===== config.mk =====
export PLATFORM = sky130hd
export DESIGN_NAME = serial_word_rx_flat
export DESIGN_NICKNAME = d
export VERILOG_FILES = /design/src/rtl/serial_word_rx_if.sv /design/src/rtl/serial_word_rx.sv /design/src/flat_wrapper.sv
export SDC_FILE = /design/constraint.sdc
export NUM_CORES = 1
export LEC_CHECK = 0
export CAP_MARGIN = 40
export CORE_MARGIN = 10
export CORE_UTILIZATION = 50
export DETAILED_ROUTE_END_ITERATION = 7
export PLACE_DENSITY_LB_ADDON = 0.25
export SETUP_SLACK_MARGIN = 0.05
export SLEW_MARGIN = 20
export SYNTH_ARGS = -nofsm -noshare
export SYNTH_HDL_FRONTEND = slang
export SYNTH_SLANG_ARGS = --single-unit

===== constraint.sdc =====
create_clock -name clk -period 3 [get_ports clk]
set_input_delay 0.6 -clock clk [delete_from_list [all_inputs] [get_ports clk]]
set_output_delay 0.6 -clock clk [all_outputs]
set_load 0.1 [all_outputs]

===== src/rtl/serial_word_rx_if.sv =====
// Signal bundle for the display serial receive link: raw serial pins in, word handshake and
// status out.
interface serial_word_rx_if #(
    parameter int WIDTH = 28
);
    logic             sck;
    logic             cs_n;
    logic             sdi;
    logic [WIDTH-1:0] data;
    logic             valid;
    logic             ready;
    logic             busy;
    logic             frame_err;
    logic             overrun;

    // master: the receiver; slave: the pin driver plus word consumer
    modport master (
        input  sck, cs_n, sdi, ready,
        output data, valid, busy, frame_err, overrun
    );

    modport slave (
        output sck, cs_n, sdi, ready,
        input  data, valid, busy, frame_err, overrun
    );
endinterface


===== src/rtl/serial_word_rx.sv =====
// Oversampling receiver for the chip-select framed, MSB-first display serial link.
// Rebuilds WIDTH-bit words in the clk domain and hands them out on a valid/ready port.
module serial_word_rx #(
    parameter int WIDTH = 28
) (
    input logic             clk,
    input logic             reset,
    serial_word_rx_if.master bus
);
    localparam int CW = $clog2(WIDTH);

    localparam logic [0:0] IDLE = 1'b0;
    localparam logic [0:0] RECV = 1'b1;

    logic             sck_s1, sck_s2, sck_s3;
    logic             cs_s1, cs_s2, cs_s3;
    logic             sdi_s1, sdi_s2;
    logic [0:0]       state;
    logic [CW-1:0]    cnt;
    logic [WIDTH-2:0] shift;
    logic [WIDTH-1:0] data;
    logic             valid;
    logic             frame_err;
    logic             overrun;
    logic [1:0]       warm;
    logic             armed;

    logic             sck_rise, cs_fall, cs_rise;
    logic             word_done;
    logic [WIDTH-1:0] next_word;
    logic [CW-1:0]    cnt_next;

    assign sck_rise  = sck_s2 & ~sck_s3;
    assign cs_fall   = ~cs_s2 & cs_s3;
    assign cs_rise   = cs_s2 & ~cs_s3;
    assign next_word = {shift, sdi_s2};

    always_comb begin
        word_done = 1'b0;
        cnt_next  = cnt;
        if (state == RECV && sck_rise) begin
            if (cnt == CW'(WIDTH - 1)) begin
                word_done = 1'b1;
                cnt_next  = '0;
            end else begin
                cnt_next = cnt + 1'b1;
            end
        end
    end

    always_ff @(posedge clk or posedge reset) begin
        if (reset) begin
            sck_s1    <= 1'b0;
            sck_s2    <= 1'b0;
            sck_s3    <= 1'b0;
            cs_s1     <= 1'b1;
            cs_s2     <= 1'b1;
            cs_s3     <= 1'b1;
            sdi_s1    <= 1'b0;
            sdi_s2    <= 1'b0;
            state     <= IDLE;
            cnt       <= '0;
            shift     <= '0;
            data      <= '0;
            valid     <= 1'b0;
            frame_err <= 1'b0;
            overrun   <= 1'b0;
            warm      <= '0;
            armed     <= 1'b0;
        end else begin
            sck_s1    <= bus.sck;
            sck_s2    <= sck_s1;
            sck_s3    <= sck_s2;
            cs_s1     <= bus.cs_n;
            cs_s2     <= cs_s1;
            cs_s3     <= cs_s2;
            sdi_s1    <= bus.sdi;
            sdi_s2    <= sdi_s1;
            frame_err <= 1'b0;

            // The cs_n chain restarts from its reset value; only trust a falling edge once the
            // pipe is full of real pin samples and the pin has been seen high.
            if (warm != 2'd3) warm <= warm + 2'd1;
            if (warm == 2'd3 && cs_s3) armed <= 1'b1;

            case (state)
                IDLE: begin
                    if (cs_fall && armed) begin
                        state <= RECV;
                        cnt   <= '0;
                        shift <= '0;
                    end
                end
                RECV: begin
                    if (sck_rise) begin
                        shift <= next_word[WIDTH-2:0];
                        cnt   <= cnt_next;
                    end
                    // A bit arriving with the closing edge is counted before the close.
                    if (cs_rise) begin
                        state <= IDLE;
                        cnt   <= '0;
                        shift <= '0;
                        if (cnt_next != '0) frame_err <= 1'b1;
                    end
                end
                default: state <= IDLE;
            endcase

            if (word_done) begin
                if (!valid || bus.ready) begin
                    data  <= next_word;
                    valid <= 1'b1;
                end else begin
                    overrun <= 1'b1;
                end
            end else if (valid && bus.ready) begin
                valid <= 1'b0;
            end
        end
    end

    assign bus.data      = data;
    assign bus.valid     = valid;
    assign bus.busy      = (state == RECV);
    assign bus.frame_err = frame_err;
    assign bus.overrun   = overrun;
endmodule


===== src/flat_wrapper.sv =====
// flat-port wrapper written by rule: the top's interface ports become plain ports
module serial_word_rx_flat 
#(
    parameter int WIDTH = 28
)
  (clk, reset, bus_sck, bus_cs_n, bus_sdi, bus_ready, bus_data, bus_valid, bus_busy, bus_frame_err, bus_overrun);
  serial_word_rx_if #(.WIDTH(WIDTH)) bus_i ();
  input logic clk;
  input logic reset;
  input wire logic [$bits(bus_i.sck)-1:0] bus_sck;
  input wire logic [$bits(bus_i.cs_n)-1:0] bus_cs_n;
  input wire logic [$bits(bus_i.sdi)-1:0] bus_sdi;
  input wire logic [$bits(bus_i.ready)-1:0] bus_ready;
  output wire logic [$bits(bus_i.data)-1:0] bus_data;
  output wire logic [$bits(bus_i.valid)-1:0] bus_valid;
  output wire logic [$bits(bus_i.busy)-1:0] bus_busy;
  output wire logic [$bits(bus_i.frame_err)-1:0] bus_frame_err;
  output wire logic [$bits(bus_i.overrun)-1:0] bus_overrun;
  assign bus_i.sck = bus_sck;
  assign bus_i.cs_n = bus_cs_n;
  assign bus_i.sdi = bus_sdi;
  assign bus_i.ready = bus_ready;
  assign bus_data = bus_i.data;
  assign bus_valid = bus_i.valid;
  assign bus_busy = bus_i.busy;
  assign bus_frame_err = bus_i.frame_err;
  assign bus_overrun = bus_i.overrun;
  serial_word_rx #(.WIDTH(WIDTH)) u_core (.clk(clk), .reset(reset), .bus(bus_i));
endmodule

==> run metrics, run 1 <==
status finished, final reports clean; CTS Buf Count 9; logic gate share of total power 0.088; # rows 28; Hold Path Class flip-flop to flip-flop; dpl ws approximately 740 ps; Fin Setup TNS 0 ps; crit path max fanout 28; fmax 0.483 GHz; count of pins over their slew limit 0; Core Area 5990 µm²; area grow syn2layout 16.5%; worst slew pin tran 518 ps; period utilization 0.690; initial antenna violation count 0; die area slightly below 10000 µm²; Post-Synth Adder-Cell Area 0.00805; Async SR Flop Fraction 1.00; DR vias between 1500 and 2000; gpl congestion 0.856; Clk Latency, worst-skew pair between 300 and 400 ps; IO buf count 37; Routed Antenna Nets 0; largest family of logic cells by synthesized area simple AND/OR/NAND/NOR gates; startpoint types flip-flop; initial core utilization 0.519; Compound-Gate Fraction of Synth Area 0.0447; Crit Path Class flip-flop to flip-flop; RSZ-0062 raised after global routing no; drt pass-1 iters 4; Slew HR 0.655; synthesized flop and latch total 75; Worst VDD drop 0.000329 V; cts repair resizes 0; total wire length around 5.5 mm; final non-filler cell total 379; Detailed Place HPWL 3.65 mm; sequential share of power 0.529; sw frac 0.255; yosys warns 0; IO Pins 38; Simple-Gate Fraction of Synth Area 0.172; htree depth 3; hold depth 0; Leak Pwr 1.84 nW; Final Hold Viols 0; largest net degree at the start of global routing 32; DRC violation count after routing 0; mux share of post-synthesis cell area 0.129; number of flops mapped to enable cells by yosys 0; critical path required time between 3000 and 4000 ps; # placed instances between 300 and 400; Synth area leader dfrtp_1; Post-synth top flop dfrtp_1; Reg clk slew, reported paths 80 ps; slowest CP cell and3_4; via/cell ratio 5.20; postcts setup bufs 0; clock share of power 0.383; cell chain of the critical path ha_1 -> and4b_4 -> and3_4 -> mux2_2; Iteration-0 DRC Markers 108; post-route worst setup slack roughly 930 ps; Final setup viols 0; antenna diode count 0; slowest stage delay, CP 540 ps; Sw Pwr 0.000510 W; cells after synthesis 259; CTS max path bufs 2; die height 98.8 µm; layout cell share with drive strength beyond 1 0.299; first-pass GRT wire length roughly 9.5 mm; power density over the cells approximately 550 nW/µm²; max-capacitance violation count 0; Post-Synth XOR/XNOR Area 0.00282; placed inst area 3430 µm²; vias in the first global route 1967; CTS root buf clkbuf_8; crit end category flip-flop; r2r worst-path depth 4; Syn Nets 267; Tot Pwr 0.00200 W; Netlist Area Pre-Place between 3000 and 4000 µm²; synthesized area per cell approximately 12 µm²; Synth top area share 0.580; # hold bufs at CTS 0; crit path time final between 2000 and 2500 ps; post-synthesis sequential area ratio 0.605; # clock sinks 75; gr usage total 0.119; GRT overflow 0; Die Wd 98.8 µm; top post-synthesis cells by area dfrtp_1 (58%), mux2_4 (9.7%), nand2_1 (8.1%); CTS tree built; Critical Path AT 2300 ps; Post-Layout Inst Area 3620 µm²; clk_skew 5.18 ps; drt wl/cell approximately 15 µm; Int Pwr 0.00149 W; nets@finish 307; Yosys cell types 37
[synthesized netlist by cell type, drive strengths merged (2+ instances only)]
master	count
a21oi	6
and2	2
nor2b	2
nor2	2
o21ai	5
nand3b	3
nand3	30
dfrtp	72
buf	9
nand2b	2
dfstp	3
clkbuf	5
o21bai	2
nand2	67
mux2	29
o31ai	2
ha	2
[critical path, delay by kind of cell (launching register included)]
family	cells	cell delay, ps
AND/OR/NAND/NOR	2	830
adder cells (fa/ha/maj)	1	270
flip-flops	1	450
multiplexers	1	390
[metrics by stage]
stage / util / hold slack, ps
6_report: 0.604 / 353
5_1_grt: 0.604 / 359
4_1_cts: 0.604 / 353
3_5_place_dp: 0.572 / 336
3_3_place_gp: 0.572 / 334
2_1_floorplan: - / 331
[worst paths after layout]
check / start / to / slack [ps]
worst max-delay path: u_core.cnt[0]$_DFFE_PP0P_ / u_core.bus.data[25]$_DFFE_PP0P_ / 930
worst min-delay path: u_core.sdi_s1$_DFF_PP0_ / u_core.sdi_s2$_DFF_PP0_ / 350
worst max register to register: u_core.cnt[0]$_DFFE_PP0P_ / u_core.bus.data[25]$_DFFE_PP0P_ / 930
worst min register to register: u_core.sdi_s1$_DFF_PP0_ / u_core.sdi_s2$_DFF_PP0_ / 350
max in group asynchronous: reset / u_core.cs_s3$_DFF_PP1_ / 1780
min in group asynchronous: reset / u_core.bus.data[18]$_DFFE_PP0P_ / 570
[final cells by class]
class / instances / area [µm²]
flip-flops and latches: 75 / 1880
repair buffers: 43 / 335
clock buffers: 11 / 141
well taps: 75 / 93.8
multi-input cells: 169 / 1110
fillers: 492 / 2370
inverters: 1 / 5.00
clock inverters: 5 / 52.6
[per-layer routing]
layer	part of all wire	GRT usage
met2	0.44	0.172
met5	0	0
met3	0.077	0.0447
met4	0.012	0.0628
met1	0.47	0.152
[cell families (layout without fill, tap and decap cells)]
logic type,after synthesis,after routing
adder cells (fa/ha/maj),2,2
AO/OA/AOI/OAI,22,22
buffers and inverters,15,60
AND/OR/NAND/NOR,115,115
flip-flops,75,75
XOR/XNOR,1,1
multiplexers,29,29
[power groups by stage]
stage	clock network, W	registers (W)	logic [W]
2_1_floorplan	0	0.00109	0.000113
3_3_place_gp	0	0.00108	0.000175
3_5_place_dp	0	0.00108	0.000178
4_1_cts	0.000780	0.00106	0.000178
5_1_grt	0.000824	0.00106	0.000200
6_report	0.000767	0.00106	0.000176
[state kept, by name, indices dropped and copies added (netlist names), 2 cells and up]
name,cells
u_core.bus.data,28
u_core.shift,27
u_core.cnt,5
u_core.warm,2
[placed cells by master (no fill, tap or decap), drive strengths merged, types with 2 or more instances in the layout]
cell type      instances
o21ai                  5
buf                   38
clkdlybuf4s50          5
clkbuf                11
nor2b                  2
a21oi                  6
dfrtp                 72
nand2b                 2
nand3b                 3
mux2                  29
clkinv                 4
nand3                 30
dfstp                  3
o21bai                 2
ha                     2
nor2                   2
o31ai                  2
and2                   2
nand2                 67
Power figures use the tool's default switching activity.
==> run 2, diff against run 1 <==
Settings changed: CORE_UTILIZATION 50 to 49.
Clock period 3 ns to 1.9 ns, I/O delays scaled along.
==> run 2 against run 1 <==
Compared with the run above: sequential power is 58% higher; critical path type unchanged; wire length is 1.9% higher; worst setup slack worse by 780 ps; critical path depth is 1 higher; global-route usage is 0.29 points lower; total power is 56% higher; worst hold slack better by 0.81 ps; highest routed layer unchanged; cell count is 1.8% higher; register-to-register slack worse by 780 ps; clock skew is 2.1 ps higher; via count is 2.5% higher; final area is 6.0% higher.
==> run metrics, run 2 (synthesis results as in run 1) <==
final non-filler cell total between 300 and 400; status finished, final reports clean; post-route worst setup slack 145 ps; Storage cell area 1890 µm²; Die Wd 99.6 µm; die height 99.6 µm; critical path's top delay family simple AND/OR/NAND/NOR gates; Largest register FFs 28; Slew HR 0.744; Fin Setup TNS 0 ps; RSZ-0062 raised after global routing no; crit end category flip-flop; Final Core Density 0.637; total wire length around 5.6 mm; Hold Path Class flip-flop to flip-flop; area grow syn2layout 23.5%; CTS max path bufs 2; Final Hold Viols 0; Routed Antenna Nets 0; critical path required time 2110 ps; die area 9930 µm²; Critical Path AT between 1500 and 2000 ps; GRT overflow 0; power density over the cells roughly 810 nW/µm²; Core Area roughly 6000 µm²; fmax 0.570 GHz; commonest non-fill, non-tap cell in the layout dfrtp_1; Reg with most FFs u_core.bus.data; # clock sinks 75; max-capacitance violation count 0; Clk Latency, worst-skew pair 340 ps; hold path startpoint u_core.sdi_s1$_DFF_PP0_; drt wl/cell 14.5 µm; drt pass-1 iters 4; CTS tree built; most frequent cells in the layout dfrtp_1 (70), nand2_1 (67), buf_4 (32), nand3_1 (30), mux2_4 (20); gpl congestion between 0.8 and 0.9; crit path max fanout 9; layout filler cell count 489; FF-to-FF Start u_core.bus.busy$_DFF_PP0_; worst slew pin tran between 300 and 400 ps; layout cell share with drive strength beyond 1 0.325; antenna diode count 0; Setup crit start u_core.bus.busy$_DFF_PP0_; Post-Layout Inst Area 3840 µm²; DR vias 2020; Crit Path Class flip-flop to flip-flop; initial core utilization 0.516; worst path bufs/invs 0; multi-input logic area 1110 µm²; Worst VDD drop approximately 0.00065 V; # rows 28; vias in the first global route 1991; placed inst area about 3600 µm²; IO buf count 37; clk_skew between 7 and 8 ps; cell chain of the critical path and3b_2 -> or4_1 -> o31a_1 -> o22ai_1 -> a31oi_1; Final setup viols 0; first-pass GRT wire length 9.43 mm; startpoint types flip-flop; IO Pins 38; gr usage total 0.116; Detailed Place HPWL 3.81 mm; via/cell ratio around 5.2; # placed instances roughly 370; Leak Pwr 1.90 nW; Reg clk slew, reported paths 80 ps; # hold bufs at CTS 0; slowest stage delay, CP 540 ps; DRC violation count after routing 0; Iteration-0 DRC Markers 106; crit path time final ~1800 ps; largest net degree at the start of global routing 76; period utilization 0.924; nets@finish 314; CTS Buf Count 9; initial antenna violation count 0; dpl ws 41.0 ps; Regs by FF count u_core.bus.data x28, u_core.shift x27, u_core.cnt x5; CTS root buf clkbuf_8; slowest CP cell dfrtp_4; htree depth 3; count of pins over their slew limit 0
run 2: changes by cell type in the layout (fill, tap and decap cells not counted):
| cell | change |
|---|---|
| buf_12 | +13 |
| buf_4 | -6 |
| clkinv_2 | -3 |
| clkinvlp_4 | +3 |
| dfrtp_1 | -2 |
| bufinv_16 | -1 |
| clkbuf_1 | -1 |
| clkbuf_8 | +1 |
| dfrtp_2 | +1 |
| dfrtp_4 | +1 |
| inv_6 | +1 |
run 2: where the power goes:
group / internal, W / switching, W / total, W
combinational: 0.000116 / 0.000209 / 0.000325
clock: 0.000547 / 0.000582 / 0.00113
sequential: 0.00164 / 0.0000308 / 0.00167
run 2: routing by layer:
layer / vias to the layer above / track usage / routed length (µm)
li1: 975 / - / -
met1: 1000 / 0.145 / 2690
met2: 40 / 0.172 / 2480
met3: 5 / 0.0567 / 393
met4: 0 / 0.0397 / 52
met5: - / 0 / 0
run 2: what timing repair did:
item,CTS,global route
setup buffers,0,1
gates resized for setup,0,0
endpoints found under the setup margin,0,6
run 2: final cells by class:
| type | count | area share |
|---|---|---|
| clock buffers | 11 | 0.0395 |
| clock inverters | 5 | 0.00946 |
| inverters | 1 | 0.00196 |
| multi-input cells | 169 | 0.290 |
| flip-flops and latches | 75 | 0.491 |
| well taps | 75 | 0.0245 |
| repair buffers | 50 | 0.143 |
run 2: worst paths after layout:
| check | endpoint | slack, ps | cells after the start |
|---|---|---|---|
| setup / recovery | u_core.bus.frame_err$_DFF_PP0_ | 150 | 5 |
| hold reg to reg | u_core.sdi_s2$_DFF_PP0_ | 350 | 0 |
| setup reg to reg | u_core.bus.frame_err$_DFF_PP0_ | 150 | 5 |
| min in group asynchronous | u_core.shift[7]$_DFFE_PP0P_ | 490 | 3 |
| hold / removal | u_core.sdi_s2$_DFF_PP0_ | 350 | 0 |
| max in group asynchronous | u_core.cs_s3$_DFF_PP1_ | 1070 | 3 |
run 2: through the flow:
step | total power, W | hold slack, ps
after CTS | 0.00316 | 356
after floorplan | 0.00191 | 331
final | 0.00312 | 354
after detailed placement | 0.00202 | 339
after global placement | 0.00201 | 334
after global routing | 0.00325 | 363
